**config.mk**
```make
export PLATFORM = sky130hd
export DESIGN_NAME = l1_mem_arbiter
export DESIGN_NICKNAME = d
export VERILOG_FILES = /design/src/rtl/l1_mem_arbiter.sv
export SDC_FILE = /design/constraint.sdc
export NUM_CORES = 2
export LEC_CHECK = 0
export CAP_MARGIN = 20
export CORE_AREA = 8 8 656 658
export DETAILED_ROUTE_END_ITERATION = 8
export DIE_AREA = 0 0 664 666
export PLACE_DENSITY = 0.33
export SLEW_MARGIN = 10
export SYNTH_ARGS = -nofsm -noshare
export SYNTH_HDL_FRONTEND = slang
export SYNTH_SLANG_ARGS = --single-unit
```
**constraint.sdc**
```tcl
create_clock -name CLK -period 2.5 [get_ports CLK]
set_input_delay 0.625 -clock CLK [delete_from_list [all_inputs] [get_ports CLK]]
set_output_delay 0.625 -clock CLK [all_outputs]
set_load 0.05 [all_outputs]
```
**src/rtl/l1_mem_arbiter.sv**
```systemverilog
// Line-granular arbiter joining the L1 I-cache and D-cache onto one memory port.
// Optional ARB_ROUND_ROBIN_EN: alternate winners on simultaneous requests.
module l1_mem_arbiter #(
  parameter int ADDR_W = 32,
  parameter int LINE_W = 256,
  parameter int CNT_W  = 16
) (
  input  logic              CLK,
  input  logic              RST,
  input  logic              i_read,
  input  logic              i_write,
  input  logic [ADDR_W-1:0] i_addr,
  input  logic [LINE_W-1:0] i_wdata,
  output logic [LINE_W-1:0] i_rdata,
  output logic              i_resp,
  input  logic              d_read,
  input  logic              d_write,
  input  logic [ADDR_W-1:0] d_addr,
  input  logic [LINE_W-1:0] d_wdata,
  output logic [LINE_W-1:0] d_rdata,
  output logic              d_resp,
  output logic              mem_read,
  output logic              mem_write,
  output logic [ADDR_W-1:0] mem_addr,
  output logic [LINE_W-1:0] mem_wdata,
  input  logic [LINE_W-1:0] mem_rdata,
  input  logic              mem_resp,
  output logic [CNT_W-1:0]  i_grant_cnt,
  output logic [CNT_W-1:0]  d_grant_cnt
);

  typedef enum logic [1:0] {
    IDLE = 2'd0,
    BUSY = 2'd1,
    RESP = 2'd2
  } state_e;

  state_e state_q, state_d;

  logic              win_d_q, win_d_d;
  logic              mem_read_q, mem_read_d;
  logic              mem_write_q, mem_write_d;
  logic [ADDR_W-1:0] mem_addr_q, mem_addr_d;
  logic [LINE_W-1:0] mem_wdata_q, mem_wdata_d;
  logic [LINE_W-1:0] i_rdata_q, i_rdata_d;
  logic [LINE_W-1:0] d_rdata_q, d_rdata_d;
  logic              i_resp_q, i_resp_d;
  logic              d_resp_q, d_resp_d;
  logic [CNT_W-1:0]  i_cnt_q, i_cnt_d;
  logic [CNT_W-1:0]  d_cnt_q, d_cnt_d;

  logic              i_req, d_req, any_req;
  logic              pick_d;
  logic [ADDR_W-1:0] sel_addr;

  assign i_req   = i_read | i_write;
  assign d_req   = d_read | d_write;
  assign any_req = i_req | d_req;

`ifdef ARB_ROUND_ROBIN_EN
  // Last winner: 0 = I-port, 1 = D-port.
  logic last_d_q, last_d_d;
  assign pick_d = d_req & (~i_req | ~last_d_q);
`else
  assign pick_d = d_req;
`endif

  assign sel_addr = pick_d ? d_addr : i_addr;

  always_ff @(posedge CLK) begin
    if (RST) begin
      state_q     <= IDLE;
      win_d_q     <= 1'b0;
      mem_read_q  <= 1'b0;
      mem_write_q <= 1'b0;
      mem_addr_q  <= '0;
      mem_wdata_q <= '0;
      i_rdata_q   <= '0;
      d_rdata_q   <= '0;
      i_resp_q    <= 1'b0;
      d_resp_q    <= 1'b0;
      i_cnt_q     <= '0;
      d_cnt_q     <= '0;
`ifdef ARB_ROUND_ROBIN_EN
      last_d_q    <= 1'b0;
`endif
    end else begin
      state_q     <= state_d;
      win_d_q     <= win_d_d;
      mem_read_q  <= mem_read_d;
      mem_write_q <= mem_write_d;
      mem_addr_q  <= mem_addr_d;
      mem_wdata_q <= mem_wdata_d;
      i_rdata_q   <= i_rdata_d;
      d_rdata_q   <= d_rdata_d;
      i_resp_q    <= i_resp_d;
      d_resp_q    <= d_resp_d;
      i_cnt_q     <= i_cnt_d;
      d_cnt_q     <= d_cnt_d;
`ifdef ARB_ROUND_ROBIN_EN
      last_d_q    <= last_d_d;
`endif
    end
  end

  always_comb begin
    state_d = state_q;
    unique case (state_q)
      IDLE:    if (any_req) state_d = BUSY;
      BUSY:    if (mem_resp) state_d = RESP;
      RESP:    state_d = IDLE;
      default: state_d = IDLE;
    endcase
  end

  always_comb begin
    win_d_d     = win_d_q;
    mem_read_d  = mem_read_q;
    mem_write_d = mem_write_q;
    mem_addr_d  = mem_addr_q;
    mem_wdata_d = mem_wdata_q;
    i_rdata_d   = i_rdata_q;
    d_rdata_d   = d_rdata_q;
    i_resp_d    = 1'b0;
    d_resp_d    = 1'b0;
    i_cnt_d     = i_cnt_q;
    d_cnt_d     = d_cnt_q;
`ifdef ARB_ROUND_ROBIN_EN
    last_d_d    = last_d_q;
`endif
    unique case (state_q)
      IDLE: begin
        if (any_req) begin
          win_d_d     = pick_d;
          mem_read_d  = pick_d ? d_read : i_read;
          mem_write_d = pick_d ? d_write : i_write;
          mem_addr_d  = sel_addr & ~ADDR_W'(5'h1f);
          mem_wdata_d = pick_d ? d_wdata : i_wdata;
`ifdef ARB_ROUND_ROBIN_EN
          last_d_d    = pick_d;
`endif
        end
      end
      BUSY: begin
        if (mem_resp) begin
          mem_read_d  = 1'b0;
          mem_write_d = 1'b0;
          // Writes leave the winner's rdata register untouched.
          if (win_d_q) begin
            d_resp_d = 1'b1;
            d_cnt_d  = d_cnt_q + CNT_W'(1);
            if (mem_read_q) d_rdata_d = mem_rdata;
          end else begin
            i_resp_d = 1'b1;
            i_cnt_d  = i_cnt_q + CNT_W'(1);
            if (mem_read_q) i_rdata_d = mem_rdata;
          end
        end
      end
      default: ;
    endcase
  end

  assign mem_read    = mem_read_q;
  assign mem_write   = mem_write_q;
  assign mem_addr    = mem_addr_q;
  assign mem_wdata   = mem_wdata_q;
  assign i_rdata     = i_rdata_q;
  assign d_rdata     = d_rdata_q;
  assign i_resp      = i_resp_q;
  assign d_resp      = d_resp_q;
  assign i_grant_cnt = i_cnt_q;
  assign d_grant_cnt = d_cnt_q;

endmodule
```
### Yosys cells after proc, flatten, opt, wreduce, memory -nomap -nowiden

Index checks and enable logic that the tools add are counted.

* logic and storage cells: 47
* register bits: 834
* output and inout bits: 836
* bits of input ports: 839

* add/sub/neg operators: 2
* muxes and demuxes: 14
* bitwise operators: 6
* reduce and logical (&&, ||, !) cells: 10
* eq/ne operators: 3

Operators by type and width (count)
* two-way mux 256 bit: 1
* adder 16 x 1 -> 16 bit (second input constant): 2
* two-way mux 32 bit: 1
* AND reduction 3 bit: 3
* AND reduction 4 bit: 2
* two-way mux 1 bit: 7
* two-way mux 2 bit: 2
* inequality test 2 bit (second input constant): 2
* case mux 1 bit (2 select lines): 2
* case mux 2 bit (2 select lines): 1
* AND reduction 2 bit: 2
* inverter 1 bit: 3
* OR 1 bit: 3
* OR reduction 3 bit: 1
* == test 2 x 1 -> 1 bit (second input constant): 1
* logical NOT 2 bit: 1
* nonzero test 2 bit: 1

### Logic depth before layout (Yosys ltp)

* depth in word-level cells: 4
* gate-level depth with buffers: 8
* gate-level depth less buffers: 5

### Worst setup path before layout

Ideal clock, no wire load.

* kind: reg2reg
* from: reg d_cnt_q[0] (netlist: d_grant_cnt[0])
* to: reg d_cnt_q[12] (netlist: d_grant_cnt[12])
* stages on the path, launching flop included: 6
* path buffers: 0
* setup slack: 0.419 ns
* required time: 2.430 ns
* arrival time: 2.010 ns
* cells stage by stage: dfxtp_1 -> ha_1 -> inv_1 -> or3_1 -> or4_1 -> a21oi_1

* word-level cells in the longest chain between the ends: 1

RTL lines
* start, declared: line 50 `logic [CNT_W-1:0] d_cnt_q, d_cnt_d;`
* start signal, assigned: line 99 `d_cnt_q <= d_cnt_d;`
* adder 16 x 1 -> 16 bit: line 151 `d_cnt_d = d_cnt_q + CNT_W'(1);`

Every way passes these cells.
A chain may end at the register's enable or synchronous reset.

### Worst setup path after layout

* from: reg mem_wdata_q[131] (netlist: mem_wdata[131])
* to: out mem_wdata[131]

RTL lines
* start, declared: line 44 `logic [LINE_W-1:0] mem_wdata_q, mem_wdata_d;`
* start signal, assigned: line 93 `mem_wdata_q <= mem_wdata_d;`
* end, declared: line 25 `output logic [LINE_W-1:0] mem_wdata,`

No word-level cell between the ends.

==> metrics.csv <==
stage,metric,value,unit
worst_setup_path,path_cells,dlygate4sd2_1,
clocking,postCtsSetupBuffers,0,
floorplan,initial_utilization,7.419,%
power,pwr-share-seq,35.9,%
power,sw_frac_of_total,33.13,%
grt,antenna_found_initial,227,
layout,multiInputGateArea,0.01302,mm²
power,p_per_area,679.5,mW/mm²
place,dp.final_hpwl,279300,µm
layout,area_delta_synth_final,91.10,%
timing,tightestPinTransition,0.7181,ns
layout,design_area,0.05945,mm²
synth,syn-cell-area,0.03111,mm²
route,vias,36160,
timing,min_period,2.394,ns
worst_setup_path,cp.required,1.88,ns
power,vdd_ir_drop_max,0.6108,mV
clocking,htree_levels,3,
clocking,cts_hold_buf,0,
clocking,clock_latency,0.89,ns
grt,grt_pass1_vias,35770,
floorplan,core_area,0.4193,mm²
power,clkPwrFrac,42.9,%
synth,ys.flop_type,dfxtp_1,
layout,fin_nets,6502,
timing,fin_ws,0.1064,ns
synth,ys_seq_area_share,53.67,%
power,p_comb_share,21.2,%
clocking,cts-root-buf,clkbuf_16,
worst_setup_path,start_kind,flop,
timing,slew_headroom,52.12,%
place,numPortBuffers,1659,
route,drt_iter0_drc,2442,
layout,drive_gt1_share,17.14,%
layout,final_cell_mix,"1603 x nand2_1, 831 x dfxtp_1, 827 x clkdlybuf4s50_1",
worst_setup_path,critical_path_class,flop to primary output,
timing,min_period_over_period,95.74,%
timing,slew_viol_final,0,
timing,holdWs,0.2892,ns
clocking,cts.sinks,834,
clocking,cts_resized,1328,
grt,gr-usage-all-layers,13.83,%
floorplan,die-area,0.4422,mm²
clocking,cts_made_buffers,117,
synth,syn_inst,3996,
timing,max_freq,417.8,MHz
route,wire_per_inst,28.49,µm
layout,layout_commonest_cell,nand2_1,
worst_setup_path,critPathCaptureType,primary output,
route,drtAntennaViolNets,0,
power,power.total,40.39,mW
floorplan,rows,238,
grt,grt_pass1_wl,403600,µm
worst_setup_path,path_buf_inv,1,
place,pre_cts_slack,-0.2918,ns
synth,synth-edff-count,0,
synth,syn_area_per_cell,7.785,µm²
layout,fillers,48200,
grt,grt_max_degree,113,
route,wl,322700,µm
worst_setup_path,cp.arrival,1.77,ns
worst_setup_path,slowest_stage,dlygate4sd2_1,
floorplan,io_pins,1675,
clocking,cts_buffer_depth,4,
clocking,path_clk_slew,0.06,ns
worst_setup_path,cp_max_fo,2,
timing,rsz0062_at_grt,no,
job,cap_violations,0,
synth,yosysWarnings,0,
timing,setup_viol,0,
floorplan,die_w,664,µm
place,gp_congestion,0.8982,
grt,grt-ovfl-total,0,
synth,ys_ff_latch,834,
power,leakagePower,21.16,nW
floorplan,die_height,666,µm
worst_setup_path,crit_path_max_incr_delay,0.62,ns
synth,synthArstFlopShare,0,%
power,p_int,27.01,mW
layout,final-seq-area,0.01670,mm²
route,drt_first_pass_iters,5,
synth,ys_types,38,
route,route.detailed.drc,0,
clocking,cts_tree,built,
power,power.switching,13.38,mW
worst_hold_path,hp-class,primary input to flop,
place,place_area,0.05532,mm²
run_status,status,"complete, no violations",
route,viasPerCell,3.193,
worst_setup_path,path_delay_family,buffers and inverters,
timing,skew,0.06677,ns
timing,hold_viol,0,
-- cells in the mapped netlist (2+ instances only) --
cell / number / area (µm²)
nand2_1: 1605 / 6025
dfxtp_1: 834 / 16700
a21oi_1: 528 / 2643
nor2_1: 310 / 1164
a311oi_1: 284 / 2487
clkbuf_1: 224 / 840.8
buf_2: 101 / 505.5
xnor2_1: 15 / 131.4
or3_1: 11 / 68.82
buf_1: 10 / 37.54
nand3_1: 10 / 50.05
nand4_1: 8 / 50.05
o21ai_0: 8 / 40.04
buf_4: 5 / 37.54
nor4_1: 5 / 31.28
xor2_1: 5 / 43.79
inv_1: 4 / 15.01
nor3_1: 4 / 20.02
and2_1: 3 / 18.77
ha_1: 2 / 25.02
o31ai_1: 2 / 15.01
or4_1: 2 / 15.01
-- power groups by stage --
stage	logic (mW)	clock network, mW	registers, mW
floorplan	1.68	0	16.9
global placement	8.98	0	14.8
detailed placement	8.98	0	14.8
CTS	8.82	18.1	14.5
global route	9.05	18.6	14.6
finish	8.58	17.3	14.5
-- state kept, by name, summed over array words and instances (netlist names) --
signal	flops
d_rdata	256
i_rdata	256
mem_wdata	256
mem_addr	27
d_grant_cnt	16
i_grant_cnt	16
state_q	2
d_resp	1
i_resp	1
mem_read	1
mem_write	1
win_d_q	1
-- stage by stage --
stage                     utilization (%)  TNS, ns  std cells
after floorplan                         -        0       4000
after CTS                           14.16        0      11270
final                               14.18        0      11330
after detailed placement            13.19   -43.28      11060
after global placement              13.19   -36.33      11060
after global routing                14.16        0      11300
-- final timing paths --
| path | start | end | slack, ns | depth (start not counted) |
|---|---|---|---|---|
| max | mem_wdata[131] | mem_wdata[131] | 0.11 | 1 |
| min | RST | d_rdata[202] | 0.29 | 2 |
| max reg2reg | state_q[0] | mem_wdata[61] | 0.21 | 6 |
| min reg2reg | d_rdata[187] | d_rdata[187] | 0.45 | 2 |
-- routing by layer --
metal / share of wire, % / track usage [%] / vias to the layer above
met4: 2.5 / 2.677 / 110
met5: 0.22 / 0 / -
met3: 9.2 / 5.690 / 511
met2: 54 / 26.87 / 1554
li1: - / - / 16740
met1: 34 / 13.71 / 17240
-- cell type report --
| cell class | count | share of cell area (%) |
|---|---|---|
| inverters | 4 | 0.02526 |
| repair buffers | 1882 | 31.59 |
| well taps | 5520 | 11.62 |
| clock buffers | 169 | 5.657 |
| clock inverters | 41 | 0.8861 |
| flip-flops and latches | 834 | 28.09 |
| multi-input cells | 2822 | 21.91 |
| diodes | 53 | 0.2231 |
-- kinds of logic (layout without fill, tap and decap cells) --
group,Yosys count,in the layout,synth area share (%)
xor gates and xnor gates,20,20,0.5631
buffers and inverters,344,2096,4.617
DFF,834,834,53.67
other,1,58,0.01205
and+or+nand+nor,1970,1970,24.31
AOI/OAI and AO/OA,825,825,16.74
adders and majority gates,2,2,0.08043
Power figures use the tool's default switching activity.
